<file path="src/rtl/piano_poly_synth.sv">
// Polyphonic square-wave tone generator: CHANNELS voices with per-voice pitch,
// timed/sustained mode and ms countdown, PWM-mixed onto one speaker pin.
module piano_poly_synth #(
    parameter int CHANNELS = 4,
    parameter int TONE_DIV = 8,
    parameter int MS_DIV   = 100000
) (
    input  logic                iFpgaClock,
    input  logic                iCpuReset,
    input  logic                iDoPianoWrite,
    input  logic [31:0]         iPianoDataToWrite,
    output logic [CHANNELS-1:0] oPianoBusy,
    output logic                oFpgaSpeaker
);

    localparam int TW = (TONE_DIV > 1) ? $clog2(TONE_DIV) : 1;
    localparam int MW = (MS_DIV > 1) ? $clog2(MS_DIV) : 1;
    localparam int PW = (CHANNELS > 1) ? $clog2(CHANNELS) : 1;
    localparam int SW = $clog2(CHANNELS + 1);

    typedef enum logic [1:0] {V_IDLE, V_TIMED, V_SUSTAIN} voice_state_e;
    typedef enum logic [1:0] {
        OP_STOP     = 2'b00,
        OP_TIMED    = 2'b01,
        OP_SUSTAIN  = 2'b10,
        OP_STOP_ALL = 2'b11
    } op_e;

    logic [3:0]  cmd_idx;
    op_e         cmd_op;
    logic [9:0]  cmd_dur;
    logic [15:0] cmd_half;

    assign cmd_idx  = iPianoDataToWrite[31:28];
    assign cmd_op   = op_e'(iPianoDataToWrite[27:26]);
    assign cmd_dur  = iPianoDataToWrite[25:16];
    assign cmd_half = iPianoDataToWrite[15:0];

    logic [TW-1:0] tone_cnt_q, tone_cnt_d;
    logic [MW-1:0] ms_cnt_q, ms_cnt_d;
    logic [PW-1:0] pwm_cnt_q, pwm_cnt_d;
    logic          tone_tick, ms_tick;

    voice_state_e  state_q [CHANNELS];
    voice_state_e  state_d [CHANNELS];
    logic [15:0]   half_q  [CHANNELS];
    logic [15:0]   half_d  [CHANNELS];
    logic [15:0]   div_q   [CHANNELS];
    logic [15:0]   div_d   [CHANNELS];
    logic [9:0]    dur_q   [CHANNELS];
    logic [9:0]    dur_d   [CHANNELS];
    logic [CHANNELS-1:0] phase_q, phase_d;
    logic [CHANNELS-1:0] sel;
    logic [CHANNELS-1:0] busy_q, busy_d;
    logic [SW-1:0]       active_hi;
    logic                spk_q, spk_d;

    always_comb begin
        tone_tick  = (tone_cnt_q == TW'(TONE_DIV - 1));
        ms_tick    = (ms_cnt_q == MW'(MS_DIV - 1));
        tone_cnt_d = tone_tick ? '0 : tone_cnt_q + TW'(1);
        ms_cnt_d   = ms_tick ? '0 : ms_cnt_q + MW'(1);
        pwm_cnt_d  = (pwm_cnt_q == PW'(CHANNELS - 1)) ? '0 : pwm_cnt_q + PW'(1);
    end

    // An index at or above CHANNELS matches no k, which makes it a no-op.
    always_comb begin
        for (int k = 0; k < CHANNELS; k++) begin
            sel[k] = iDoPianoWrite && (cmd_op != OP_STOP_ALL) && (cmd_idx == 4'(k));
        end
    end

    always_comb begin
        for (int k = 0; k < CHANNELS; k++) begin
            // NOTE: every variable gets its hold value first so no path leaves it unassigned (no latch).
            state_d[k] = state_q[k];
            half_d[k]  = half_q[k];
            div_d[k]   = div_q[k];
            dur_d[k]   = dur_q[k];
            phase_d[k] = phase_q[k];

            if (iDoPianoWrite && cmd_op == OP_STOP_ALL) begin
                state_d[k] = V_IDLE;
                div_d[k]   = '0;
                phase_d[k] = 1'b0;
            end else if (sel[k]) begin
                // A command always overrides same-cycle expiry or tone ticks.
                half_d[k]  = cmd_half;
                div_d[k]   = '0;
                phase_d[k] = 1'b0;
                dur_d[k]   = cmd_dur;
                unique case (cmd_op)
                    OP_TIMED:   state_d[k] = (cmd_dur != '0) ? V_TIMED : V_IDLE;
                    OP_SUSTAIN: state_d[k] = V_SUSTAIN;
                    default:    state_d[k] = V_IDLE;
                endcase
            end else if (state_q[k] != V_IDLE) begin
                if (tone_tick && half_q[k] != '0) begin
                    if (div_q[k] == half_q[k] - 16'd1) begin
                        div_d[k]   = '0;
                        phase_d[k] = ~phase_q[k];
                    end else begin
                        div_d[k] = div_q[k] + 16'd1;
                    end
                end
                if (state_q[k] == V_TIMED && ms_tick) begin
                    if (dur_q[k] == 10'd1) begin
                        state_d[k] = V_IDLE;
                        div_d[k]   = '0;
                        phase_d[k] = 1'b0;
                    end else begin
                        dur_d[k] = dur_q[k] - 10'd1;
                    end
                end
            end
            busy_d[k] = (state_d[k] != V_IDLE);
        end
    end

    always_comb begin
        active_hi = '0;
        for (int k = 0; k < CHANNELS; k++) begin
            active_hi = active_hi + SW'((state_q[k] != V_IDLE) && phase_q[k]);
        end
        spk_d = (SW'(pwm_cnt_q) < active_hi);
    end

    // NOTE: sequential state uses non-blocking assignments so every flop samples pre-edge values.
    always_ff @(posedge iFpgaClock) begin
        if (iCpuReset) begin
            tone_cnt_q <= '0;
            ms_cnt_q   <= '0;
            pwm_cnt_q  <= '0;
            phase_q    <= '0;
            busy_q     <= '0;
            spk_q      <= 1'b0;
            // NOTE: the per-voice arrays are reset because a reset must silence notes and drop countdowns.
            for (int k = 0; k < CHANNELS; k++) begin
                state_q[k] <= V_IDLE;
                half_q[k]  <= '0;
                div_q[k]   <= '0;
                dur_q[k]   <= '0;
            end
        end else begin
            tone_cnt_q <= tone_cnt_d;
            ms_cnt_q   <= ms_cnt_d;
            pwm_cnt_q  <= pwm_cnt_d;
            phase_q    <= phase_d;
            busy_q     <= busy_d;
            spk_q      <= spk_d;
            for (int k = 0; k < CHANNELS; k++) begin
                state_q[k] <= state_d[k];
                half_q[k]  <= half_d[k];
                div_q[k]   <= div_d[k];
                dur_q[k]   <= dur_d[k];
            end
        end
    end

    assign oPianoBusy   = busy_q;
    assign oFpgaSpeaker = spk_q;

endmodule

</file>
<file path="config.mk">
export PLATFORM = sky130hd
export DESIGN_NAME = piano_poly_synth
export DESIGN_NICKNAME = d
export VERILOG_FILES = /design/src/rtl/piano_poly_synth.sv
export SDC_FILE = /design/constraint.sdc
export NUM_CORES = 1
export LEC_CHECK = 0
export BUFFER_PORTS_ARGS = -buffer_cell sky130_fd_sc_hd__buf_2
export CORE_UTILIZATION = 55
export CTS_CLUSTER_SIZE = 25
export DETAILED_ROUTE_END_ITERATION = 16
export GPL_TIMING_DRIVEN = 0
export PLACE_DENSITY = 0.72
export SYNTH_ARGS = -nofsm -noshare
export SYNTH_HDL_FRONTEND = slang
export SYNTH_SLANG_ARGS = --single-unit
</file>
<file path="constraint.sdc">
create_clock -name iFpgaClock -period 4.5 [get_ports iFpgaClock]
set_clock_uncertainty 0.05 [all_clocks]
set_input_delay 0.225 -clock iFpgaClock [delete_from_list [all_inputs] [get_ports iFpgaClock]]
set_output_delay 0.225 -clock iFpgaClock [all_outputs]
set_load 0.01 [all_outputs]
</file>
==> metrics.md <==
| Metric | Value |
|---|---|
| Status | completed |
| Delay of the slowest cell on the worst path | 0.62 ns |
| Most common cell after layout, fill and taps aside | nand2_1 |
| Clock tree from TritonCTS | yes |
| Leading cell types in the layout, fill and taps excluded | nand2_1 (270), dfxtp_1 (207), nor2_1 (140) |
| Count of endpoints failing setup in the final report | 0 |
| Leakage Power | 0.00488 uW |
| Critical path launch point | half_q[1][2] |
| Final global-route overflow total | 0 |
| RSZ-0062 raised after global routing | no |
| Synth-to-layout area growth | 11.9% |
| Width of the die | 149 um |
| Post-layout min period | 3.68 ns |
| Count of clock tree sinks | 207 |
| CTS H-Tree Depth | 1 |
| Fill count | 1,948 |
| Die Footprint | 22,300 um2 |
| Maximum number of pins on one net before global-route repair | 13 |
| Max FO, Critical Path | 10 |
| Hold Crit Start | iPianoDataToWrite[22] |
| Number of vias after detailed routing | 11,800 |
| Netlist area before placement | 11,900 um2 |
| Cts bufs inserted | 23 |
| Slack of the worst reg-to-reg path | 0.82 ns |
| Distinct cells, synth | 73 |
| Post-synthesis sequential area ratio | 0.347 |
| HPWL after detailed placement | 24,300 um |
| Post-cts sizing count | 0 |
| Max-slew violations | 0 |
| Classification of the worst-slack hold path | input port to register |
| Buffers and inverters on the worst path | 1 |
| First-pass iteration count of the detailed router | 5 |
| Share of the cycle needed by the critical path after routing | 0.818 |
| Final Wtd Congestion | 0.912 |
| Clock-pin slew on the worst setup and hold paths | 0.06 ns |
| Mapped Nets | 1,638 |
| Worst slew margin relative to its limit | 0.268 |
| I/O pin cnt | 40 |
| Starting utilization of the core area | 0.564 |
| Worst-case setup margin in the final layout | 0.821 ns |
| Global-route wire length before repair | 54,000 um |
| Final routed wire length divided by cell count | 17.3 um |
| PwrDens | 298 nW/um2 |
| IR Drop Worst-Case VDD | 0.323 mV |
| Cell at the slowest stage of the critical path | or4_1 |
| Primary flip-flop cell chosen by synthesis mapping | dfxtp_1 |
| Clock latency at the later pin of the worst-skew pair | 0.51 ns |
| Vias in the first global route | 10,600 |
| Post-placement worst setup slack | 0.832 ns |
| Antenna violations before repair | 0 |
| Final TNS setup | 0 ns |
| Kind of end point of the critical path | register |
| Critical Path AT | 4.04 ns |
| Total Routed Length | 33,600 um |
| Final #Nets | 1,719 |
| Cell type group with the largest total delay on the critical path | simple AND/OR/NAND/NOR gates |
| Count of maximum capacitance violations | 0 |
| Yosys reg bits | 207 |
| Post-Synthesis Mean Instance Area | 7.56 um2 |
| Launch instance of the worst register-to-register path | half_q[1][2] |
| DR DRC count | 0 |
| Category of the worst setup path launch point | register |
| Core box area | 21,200 um2 |
| Starting DRT DRC Count | 750 |
| Height of the die | 149 um |
| Async S/R FF share, synth | 0 |
| CTS root buffer | clkbuf_16 |
| Maximum buffer depth of the clock tree | 3 |
| Cells traversed along the worst timing path | or4_1, nor4_1, mux2_2, o211a_1, o41ai_1, or2_2, buf_2, nor2_1, a211o_1 |
| Number of warnings issued by yosys | 0 |
| Number of port buffers | 37 |
| Endpoint required time on the critical path | 4.86 ns |
| Start-to-end type of the worst setup path | register to register |
| Ratio of cells with drive above 1 in the final layout | 0.0592 |
| Final Hold Violating Endpoints | 0 |
| Gate count of the mapped netlist | 1,579 |
| Detail Route Antenna Nets | 0 |
| Tot GR Track Use | 0.301 |
| Via-per-instance ratio | 6.07 |
| Number of enable flip-flop cells after synthesis | 0 |
| Maximum achievable frequency | 272 MHz |
| Transition time of the tightest slew-check pin | 1.09 ns |
| Standard-cell rows | 53 |
| Antenna cells | 0 |
| Sum of internal, switching and leakage power | 3980 uW |
[path summary, 6_finish.rpt]
path                        end  cells after the start
setup / recovery    div_q[1][3]                      9
hold / removal      dur_q[2][6]                      3
setup reg to reg    div_q[1][3]                      9
hold reg to reg   tone_cnt_q[0]                      1
[layer usage]
metal,up-vias,global-route usage,routed length (um)
met2,403,0.480,15100
met3,67,0.0385,2220
li1,5804,-,-
met1,5555,0.419,15400
met4,0,0.0918,950
met5,-,0,0
[repair_timing]
item,4_1_cts,5_1_grt
hold endpoints to repair,67,0
setup buffers,0,0
hold buffers,19,0
[worst register-to-register path: cells and delay by family, from the launching register on]
family,cells,cell delay [ns]
and+or+nand+nor,4,1.48
DFF,1,0.38
AOI/OAI and AO/OA,3,1.07
muxes,1,0.40
buffers and inverters,1,0.21
[final cells by class]
type                       instances  area [um2]  area share
multi-input combinational       1245        7300       0.547
sequential                       207        4140       0.310
clock buffer                      31         636      0.0476
timing repair buffer              56         375      0.0281
tap                              275         344      0.0258
buffer                            86         340      0.0255
inverter                          41         154      0.0115
clock inverter                     7        60.1     0.00450
[registers in the layout, indices dropped and copies added (netlist names)]
name / flops
state_q: 8
tone_cnt_q: 3
ms_cnt_q: 17
oFpgaSpeaker: 1
pwm_cnt_q: 2
half_q: 64
oPianoBusy: 4
dur_q: 40
div_q: 64
phase_q: 4
[metrics by stage]
step / std cells / instance area, um2 / hold WS [ns] / util
5_1_grt: 1948 / 13400 / 0.0164 / 0.631
3_5_place_dp: 1891 / 12500 / 0.386 / 0.590
4_1_cts: 1948 / 13400 / 0.00981 / 0.631
3_3_place_gp: 1891 / 12500 / 0.369 / 0.590
2_1_floorplan: 1579 / 11900 / 0.311 / -
6_report: 1948 / 13400 / 0.0261 / 0.631
[cell families (layout without fill, tap and decap cells)]
family	Yosys count	in the layout	synth area share
flip-flops	207	207	0.347
AND/OR/NAND/NOR	747	747	0.306
multiplexers	10	10	0.00870
AO/OA/AOI/OAI	344	344	0.183
buffers and inverters	127	221	0.0414
XOR/XNOR	120	120	0.0880
adder cells (fa/ha/maj)	24	24	0.0258
[Yosys cell counts (all sizes together) (6+ instances only)]
master | instances | share of area
nand2b | 14 | 0.0073
or4 | 19 | 0.012
a21oi | 110 | 0.046
a211oi | 27 | 0.017
xnor2 | 72 | 0.053
a31oi | 23 | 0.012
a22oi | 19 | 0.012
o22ai | 8 | 0.0042
nor2b | 7 | 0.0037
ha | 23 | 0.024
inv | 41 | 0.013
dfxtp | 207 | 0.35
nand3b | 8 | 0.0050
a21o | 12 | 0.0075
nor4 | 35 | 0.020
and2 | 13 | 0.0068
nor2 | 140 | 0.044
buf | 13 | 0.0054
nor3b | 17 | 0.011
nand2 | 270 | 0.085
mux2i | 7 | 0.0059
and4 | 6 | 0.0044
and3 | 37 | 0.019
or3 | 20 | 0.010
xor2 | 48 | 0.035
nand4 | 36 | 0.019
or2 | 10 | 0.0052
o31ai | 17 | 0.011
nand3 | 49 | 0.021
nor3 | 51 | 0.021
o211ai | 8 | 0.0050
o21ai | 67 | 0.028
clkbuf | 73 | 0.023
[where the power goes]
group          switching [uW]  internal (uW)  leakage, uW
Sequential               19.4           1850      0.00167
Combinational             199            116      0.00286
Clock                     758           1040     0.000349
Total                     976           3010      0.00488
No activity file was read; power rests on OpenSTA's default activity.
